`config.mk`:
```
export PLATFORM = sky130hd
export DESIGN_NAME = btn_event
export DESIGN_NICKNAME = d
export VERILOG_FILES = /design/src/rtl/btn_event.sv
export SDC_FILE = /design/constraint.sdc
export NUM_CORES = 1
export LEC_CHECK = 0
export ABC_CLOCK_PERIOD_IN_PS = 2500
export CAP_MARGIN = 15
export CORE_MARGIN = 8
export CORE_UTILIZATION = 47
export CTS_BUF_LIST = sky130_fd_sc_hd__clkbuf_8
export DETAILED_ROUTE_END_ITERATION = 16
export PLACE_DENSITY_LB_ADDON = 0.1
export SYNTH_ARGS = -nofsm -noshare
export SYNTH_HDL_FRONTEND = slang
export SYNTH_SLANG_ARGS = --single-unit
```
`constraint.sdc`:
```
create_clock -name CLK -period 2.5 [get_ports CLK]
set_input_delay 0.375 -clock CLK [delete_from_list [all_inputs] [get_ports CLK]]
set_output_delay 0.375 -clock CLK [all_outputs]
set_load 0.005 [all_outputs]
```
`src/rtl/btn_event.sv`:
```
// Turns a debounced button level into single-cycle PRESS/RELEASE/LONG/REPEAT
// pulses, plus a held level and a wrapping press counter.
module btn_event #(
  parameter int unsigned TICK_DIV     = 50000,
  parameter int unsigned LONG_TICKS   = 500,
  parameter int unsigned REPEAT_TICKS = 100
) (
  input  logic       CLK,
  input  logic       RST,
  input  logic       BTN_LVL,
  output logic       PRESS,
  output logic       RELEASE,
  output logic       LONG,
  output logic       REPEAT,
  output logic       HELD,
  output logic [7:0] PRESS_CNT
);

  localparam int unsigned PRESC_W  = (TICK_DIV > 1) ? $clog2(TICK_DIV) : 1;
  localparam int unsigned MAX_TICK = (LONG_TICKS > REPEAT_TICKS) ? LONG_TICKS : REPEAT_TICKS;
  localparam int unsigned TICK_W   = $clog2(MAX_TICK + 1);

  localparam logic [PRESC_W-1:0] PRESC_LAST  = PRESC_W'(TICK_DIV - 1);
  localparam logic [TICK_W-1:0]  LONG_LAST   = TICK_W'(LONG_TICKS - 1);
  localparam logic [TICK_W-1:0]  REPEAT_LAST = TICK_W'(REPEAT_TICKS - 1);

  typedef enum logic [1:0] {
    IDLE      = 2'd0,
    PRESSED   = 2'd1,
    LONG_HELD = 2'd2
  } state_t;

  state_t             state, state_nxt;
  logic               btn_q;
  logic [PRESC_W-1:0] presc, presc_nxt, presc_adv;
  logic [TICK_W-1:0]  tick, tick_nxt, tick_adv;
  logic               press_nxt, release_nxt, long_nxt, repeat_nxt, held_nxt;
  logic [7:0]         cnt_nxt;
  logic               rise, fall, wrap;

  assign rise = BTN_LVL & ~btn_q;
  assign fall = ~BTN_LVL & btn_q;

  // Prescaler advance; the tick counter steps on each prescaler wrap.
  assign wrap      = (presc == PRESC_LAST);
  assign presc_adv = wrap ? '0 : presc + PRESC_W'(1);
  assign tick_adv  = wrap ? tick + TICK_W'(1) : tick;

  // Registered state, counters and outputs.
  always_ff @(posedge CLK or negedge RST) begin
    if (!RST) begin
      state     <= IDLE;
      btn_q     <= 1'b0;
      presc     <= '0;
      tick      <= '0;
      PRESS     <= 1'b0;
      RELEASE   <= 1'b0;
      LONG      <= 1'b0;
      REPEAT    <= 1'b0;
      HELD      <= 1'b0;
      PRESS_CNT <= 8'd0;
    end else begin
      state     <= state_nxt;
      btn_q     <= BTN_LVL;
      presc     <= presc_nxt;
      tick      <= tick_nxt;
      PRESS     <= press_nxt;
      RELEASE   <= release_nxt;
      LONG      <= long_nxt;
      REPEAT    <= repeat_nxt;
      HELD      <= held_nxt;
      PRESS_CNT <= cnt_nxt;
    end
  end

  // Next-state and event decode; a release always wins over a timed event.
  always_comb begin
    state_nxt   = state;
    presc_nxt   = presc;
    tick_nxt    = tick;
    press_nxt   = 1'b0;
    release_nxt = 1'b0;
    long_nxt    = 1'b0;
    repeat_nxt  = 1'b0;
    cnt_nxt     = PRESS_CNT;

    case (state)
      IDLE: begin
        if (rise) begin
          press_nxt = 1'b1;
          cnt_nxt   = PRESS_CNT + 8'd1;
          state_nxt = PRESSED;
          presc_nxt = '0;
          tick_nxt  = '0;
        end
      end
      PRESSED: begin
        if (fall) begin
          release_nxt = 1'b1;
          state_nxt   = IDLE;
          presc_nxt   = '0;
          tick_nxt    = '0;
        end else if (wrap && (tick == LONG_LAST)) begin
          long_nxt  = 1'b1;
          state_nxt = LONG_HELD;
          presc_nxt = '0;
          tick_nxt  = '0;
        end else begin
          presc_nxt = presc_adv;
          tick_nxt  = tick_adv;
        end
      end
      LONG_HELD: begin
        if (fall) begin
          release_nxt = 1'b1;
          state_nxt   = IDLE;
          presc_nxt   = '0;
          tick_nxt    = '0;
        end else if (wrap && (tick == REPEAT_LAST)) begin
          repeat_nxt = 1'b1;
          presc_nxt  = '0;
          tick_nxt   = '0;
        end else begin
          presc_nxt = presc_adv;
          tick_nxt  = tick_adv;
        end
      end
      default: begin
        state_nxt = IDLE;
        presc_nxt = '0;
        tick_nxt  = '0;
      end
    endcase

    held_nxt = (state_nxt != IDLE);
  end

endmodule

```
==> impl_metrics.toml, run 1 <==
[run_status]
outcome = "complete, no violations"

[yosys]
syn_nets = 233
ys_warn_count = 0
synthTopCellsByArea = "dfrtp_1 47%, nand3_1 4.9%, xnor2_1 4.9%"
synth.top_cell.area_share_pct = 47.4
synth_edf_count = 0
ys_seq_area_share_pct = 47.4
ys.flop_type = "dfrtp_1"
async_flop_share_pct = 100
ys_ff_latch = 41
synth_top_area_cell = "dfrtp_1"
syn_inst = 223
avgSynthCellArea_um2 = 9.71
synth_cell_types = 42
syn_area_um2 = 2170

[floorplanning]
die_w_um = 83.9
fp.dieArea_um2 = 7040
start_util_pct = 49.4
ioPinCount = 16
fp.dieH_um = 83.9
rows = 24
coreArea_um2 = 4380

[timing]
fin_skew_ns = 0.00761
finalCriticalPeriod_ns = 2.04
whs_ns = 0.209
fin_crit_sh_pct = 81.7
setup_ws_ns = 0.458
setup_viol = 0
rsz0062_at_grt = "false"
fmax_mhz = 490
finalHoldViolCount = 0
maxSlewHeadroom_pct = 39.5
worstMarginPinSlew_ns = 0.908
setup_tns_ns = 0
finalMaxSlewViolations = 0

[route]
drcViolationCount = 0
met1_length_mm = 1.96
drt_iter0_drc = 100
dr_wl_met3_um = 155
wl_per_cell_um = 14.1
dr.pass1.iters = 4
routed.top_layer = "met4"
wl_mm = 4.15
vias = 1630
via_per_inst = 5.54
routed-wl-met2_mm = 1.99
ant_nets = 0

[clock_network]
insertion_delay_ns = 0.29
cts_tree = "built"
cts-root-buf = "clkbuf_8"
cts_setup_buffers = 0
clock-sinks = 41
cts_htree_levels = 2
clk_pin_slew_ns = 0.08
numCtsBuffers = 5
cts_resized = 0
ctsHoldBuffers = 0
cts_buffer_depth = 2

[power_and_ir_drop]
powerDensity_nw_per_um2 = 688
totalPowerFinal_mw = 1.68
irDropWorstVdd_mv = 0.302
power.leakage_nw = 1.09

[cells_and_area]
final_nets = 251
final_util_pct = 55.8
n_antenna_cell = 0
drive_gt1_share_pct = 8.26
area_delta_synth_final_pct = 12.9

[setup_path]
crit_chain = "inv_1, ha_1, or2_1, and3_1, buf_4, and2_1, and3_1, a211o_1"
reg2reg_from = "state[1]$_DFF_PN0_"
critPathKind = "flop to flop"
arrival_ns = 2.22
cp_data_required_time_ns = 2.68
critPathBufInv = 2
startpoint = "state[1]$_DFF_PN0_"
cp_top_family = "simple AND/OR/NAND/NOR gates"
crit_fanout = 8
cpPeakStageDelay_ns = 0.40
start_kind = "flop"
rrSetupSlack_ns = 0.46
crit_top_cell = "and3_1"
slowest_stage = "dfrtp_1"
critPathCaptureType = "flop"

[placement]
preCtsSetupSlack_ns = 0.238
hpwl_mm = 2.95
io_buffers = 15
routabilityCongestion = 0.801

[global_routing]
groute.usage.overall_pct = 12.6
grt_pass1_wl_mm = 7.51
antenna_found_initial = 0
grt.overflow.total = 0
grt_pass1_vias = 1594
grt_start_max_net_pins = 42

[flow_run]
drv_cap = 0

[min_path]
hp-class = "primary input to async pin"
==> cells by family (layout without fill, tap and decap cells) <==
family / after synthesis / count (layout) / synth area share, %
multiplexers: 2 / 2 / 0.924
XOR/XNOR: 15 / 15 / 6.07
flip-flops: 41 / 41 / 47.4
buffers and inverters: 14 / 33 / 3.23
AND/OR/NAND/NOR: 115 / 115 / 28.1
AO/OA/AOI/OAI: 29 / 29 / 10.2
adder cells (fa/ha/maj): 7 / 7 / 4.04
==> worst paths after layout <==
kind                            depth (start not counted)                       end
worst max-delay path                                    8     presc[15]$_DFFE_PN0P_
worst min-delay path                                    1  PRESS_CNT[4]$_DFFE_PN0P_
worst max register to register                          8     presc[15]$_DFFE_PN0P_
worst min register to register                          1  PRESS_CNT[7]$_DFFE_PN0P_
max in group asynchronous                               1       tick[0]$_DFFE_PN0P_
min in group CLK                                        1  PRESS_CNT[7]$_DFFE_PN0P_
==> sequential cells by signal, summed over array words and instances (netlist names) <==
signal and flops:
HELD 1, LONG 1, PRESS 1, PRESS_CNT 8
RELEASE 1, REPEAT 1, btn_q 1, presc 16
state 2, tick 9
==> worst reg2reg max path: cells and delay by family, from the launching register on <==
| family | cells | cell delay [ns] |
|---|---|---|
| fa+ha+maj | 1 | 0.22 |
| buf+inv | 2 | 0.25 |
| simple gates | 4 | 0.82 |
| compound gates | 1 | 0.25 |
| flops | 1 | 0.40 |
==> stage by stage <==
step / cell area [µm²] / std cells
CTS: 2440 / 294
global route: 2440 / 294
floorplan: 2170 / 223
global placement: 2360 / 286
finish: 2440 / 294
detailed placement: 2360 / 286
==> cell usage after synthesis, drive strengths merged (3+ instances only) <==
cell type and n:
xnor2 12, buf 4, o311ai 4, nand2 25, nor3 8, xor2 3
or2 3, nand4 7, and4 3, ha 7, dfrtp 41, nor4 3
o21ai 9, nand3 21, and3 8, nor2 23, nand2b 3, inv 6
clkbuf 4, o31ai 3
==> placed cells by master, fill, tap and decap left out, types with 4 or more instances in the layout <==
| cell | count |
|---|---|
| and3_1 | 8 |
| ha_1 | 7 |
| nand3_1 | 21 |
| nor3_1 | 7 |
| nor2_1 | 23 |
| o311ai_0 | 4 |
| dfrtp_1 | 41 |
| o21ai_0 | 9 |
| clkdlybuf4s50_1 | 14 |
| inv_1 | 6 |
| buf_4 | 4 |
| xnor2_1 | 12 |
| clkbuf_8 | 5 |
| nand2_1 | 25 |
| nand4_1 | 6 |
==> area by class of cell <==
cell class / count / area (µm²)
Tap cell: 52 / 65.1
Timing Repair Buffer: 19 / 175
Fill cell: 411 / 1940
Sequential cell: 41 / 1030
Inverter: 6 / 22.5
Multi-Input combinational cell: 168 / 1070
Clock inverter: 3 / 17.5
Clock buffer: 5 / 68.8
==> per-layer routing <==
layer | vias to the layer above | track usage, %
li1 | 825 | -
met1 | 777 | 15.2
met2 | 23 | 20.6
met3 | 5 | 4.10
met4 | 0 | 3.61
met5 | - | 0
==> power breakdown <==
group	leakage, nW	switching, mW	internal [mW]	total (mW)
Sequential	0.559	0.0637	0.727	0.791
Clock	0.0439	0.226	0.193	0.418
Combinational	0.484	0.253	0.221	0.473
Total	1.09	0.542	1.14	1.68
(Power assumes the default switching activity.)
==> run 2: changes to the inputs <==
- ABC_CLOCK_PERIOD_IN_PS: 2500 -> 1860
- clock period: 2.5 -> 1.86 ns (I/O delays scaled with it)
==> impl_metrics.toml, run 2 (synthesized netlist as in run 1, its figures left out) <==
[power_and_ir_drop]
powerDensity_nw_per_um2 = 893
irDropWorstVdd_mv = 0.618
power.leakage_nw = 1.33

[setup_path]
start_kind = "flop"
startpoint = "presc[1]$_DFFE_PN0P_"
endpoint = "tick[1]$_DFFE_PN0P_"
rrSetupSlack_ns = -0.01
reg2reg_from = "presc[1]$_DFFE_PN0P_"
critPathCaptureType = "flop"
cp_data_required_time_ns = 2.03
r2r-end = "tick[1]$_DFFE_PN0P_"
worstRegToRegCells = 7
arrival_ns = 2.04
critPathKind = "flop to flop"
crit_fanout = 6

[cells_and_area]
final_util_pct = 64.4
largest_reg_flops = 16
top_register = "presc"
layout_commonest_cell = "buf_4"
drive_gt1_share_pct = 24.4
largest_registers = "presc (16), tick (9), PRESS_CNT (8)"
final_nets = 296
area_delta_synth_final_pct = 30.3
n_antenna_cell = 0
final_cell_mix = "45 x buf_4, 41 x dfrtp_1, 25 x nand2_1, 23 x nor2_1, 20 x nand3_1"

[clock_network]
clk_pin_slew_ns = 0.08
cts-root-buf = "clkbuf_8"
clock-sinks = 41
cts_htree_levels = 2
cts_tree = "built"
insertion_delay_ns = 0.29
cts_buffer_depth = 2
numCtsBuffers = 5

[placement]
io_buffers = 15
hpwl_mm = 3.36
preCtsSetupSlack_ns = -0.133
routabilityCongestion = 0.792

[floorplanning]
rows = 24
die_w_um = 83.9
ioPinCount = 16
coreArea_um2 = 4380
fp.dieH_um = 83.9
start_util_pct = 49.4
fp.dieArea_um2 = 7040

[route]
drcViolationCount = 0
dr.pass1.iters = 4
vias = 1812
wl_mm = 4.62
ant_nets = 0
via_per_inst = 5.35
drt_iter0_drc = 118
wl_per_cell_um = 13.6

[timing]
fin_crit_sh_pct = 101
fmax_mhz = 535
fin_skew_ns = 0.00443
setup_viol = 6
maxSlewHeadroom_pct = 65.6
setup_ws_ns = -0.00973
finalHoldViolCount = 0
rsz0062_at_grt = "true"
finalCriticalPeriod_ns = 1.87
whs_ns = 0.0434
worstMarginPinSlew_ns = 0.516
finalMaxSlewViolations = 0

[run_status]
violations = "setup timing"
outcome = "finished, violations left"

[global_routing]
grt_pass1_vias = 1761
grt.overflow.total = 0
grt_pass1_wl_mm = 7.90
grt_start_max_net_pins = 42
antenna_found_initial = 0
groute.usage.overall_pct = 13.2

[min_path]
hp-class = "primary input to async pin"

[flow_run]
drv_cap = 0
[run 2: what timing repair did]
item	in CTS	in global routing
pin swaps	2	1
cloned	0	1
hold endpoints to repair	0	0
endpoints found under the setup margin	10	16
buffers inserted	0	4
resized for setup	4	4
hold buffers	0	0
[run 2: worst max-delay path, cell delays in order, from the launching register on]
cell	delay, ns
dfrtp_1	0.37
ha_1	0.18
and4bb_1	0.26
nand4_4	0.16
or2_4	0.29
a221oi_4	0.29
buf_6	0.16
a21oi_1	0.04
[run 2: worst min path at each step]
stage                     from                  endpoint  slack (ns)  cells past startpoint
after CTS                  RST  PRESS_CNT[3]$_DFFE_PN0P_        0.06                      2
after detailed placement   RST  PRESS_CNT[3]$_DFFE_PN0P_        0.38                      2
after global placement     RST  PRESS_CNT[3]$_DFFE_PN0P_        0.38                      2
after floorplan            RST            HELD$_DFF_PN0_       -0.02                      0
final                      RST  PRESS_CNT[3]$_DFFE_PN0P_        0.04                      2
after global routing       RST  PRESS_CNT[4]$_DFFE_PN0P_         0.1                      2
[run 2: final cells by class]
class	instances	area [µm²]
clock buffers	5	68.8
clock inverters	3	13.8
fillers	370	1560
inverters	6	22.5
multi-input cells	168	1090
flip-flops and latches	41	1030
well taps	52	65.1
repair buffers	64	537
[run 2: routing by layer]
layer / GRT usage [%] / share of wire [%] / vias to the layer above / wire (µm)
li1: - / - / 916 / -
met1: 15.8 / 47 / 850 / 2170
met2: 22.3 / 48 / 40 / 2220
met3: 3.42 / 3.9 / 6 / 181
met4: 4.24 / 1.1 / 0 / 50
met5: 0 / 0 / - / 0
[run 2: stage by stage]
stage	setup TNS (ns)	total power, mW	instances	area (µm²)
3_3_place_gp	-0.466	1.93	326	2670
4_1_cts	0	2.52	334	2770
6_report	-0.0389	2.52	339	2820
3_5_place_dp	-1.74	1.94	326	2670
5_1_grt	-0.663	2.68	339	2820
2_1_floorplan	-0.0314	1.47	223	2170
[run 2: power breakdown]
| group | internal (mW) | switching [mW] |
|---|---|---|
| registers | 0.977 | 0.0760 |
| logic | 0.504 | 0.411 |
| clock network | 0.255 | 0.296 |
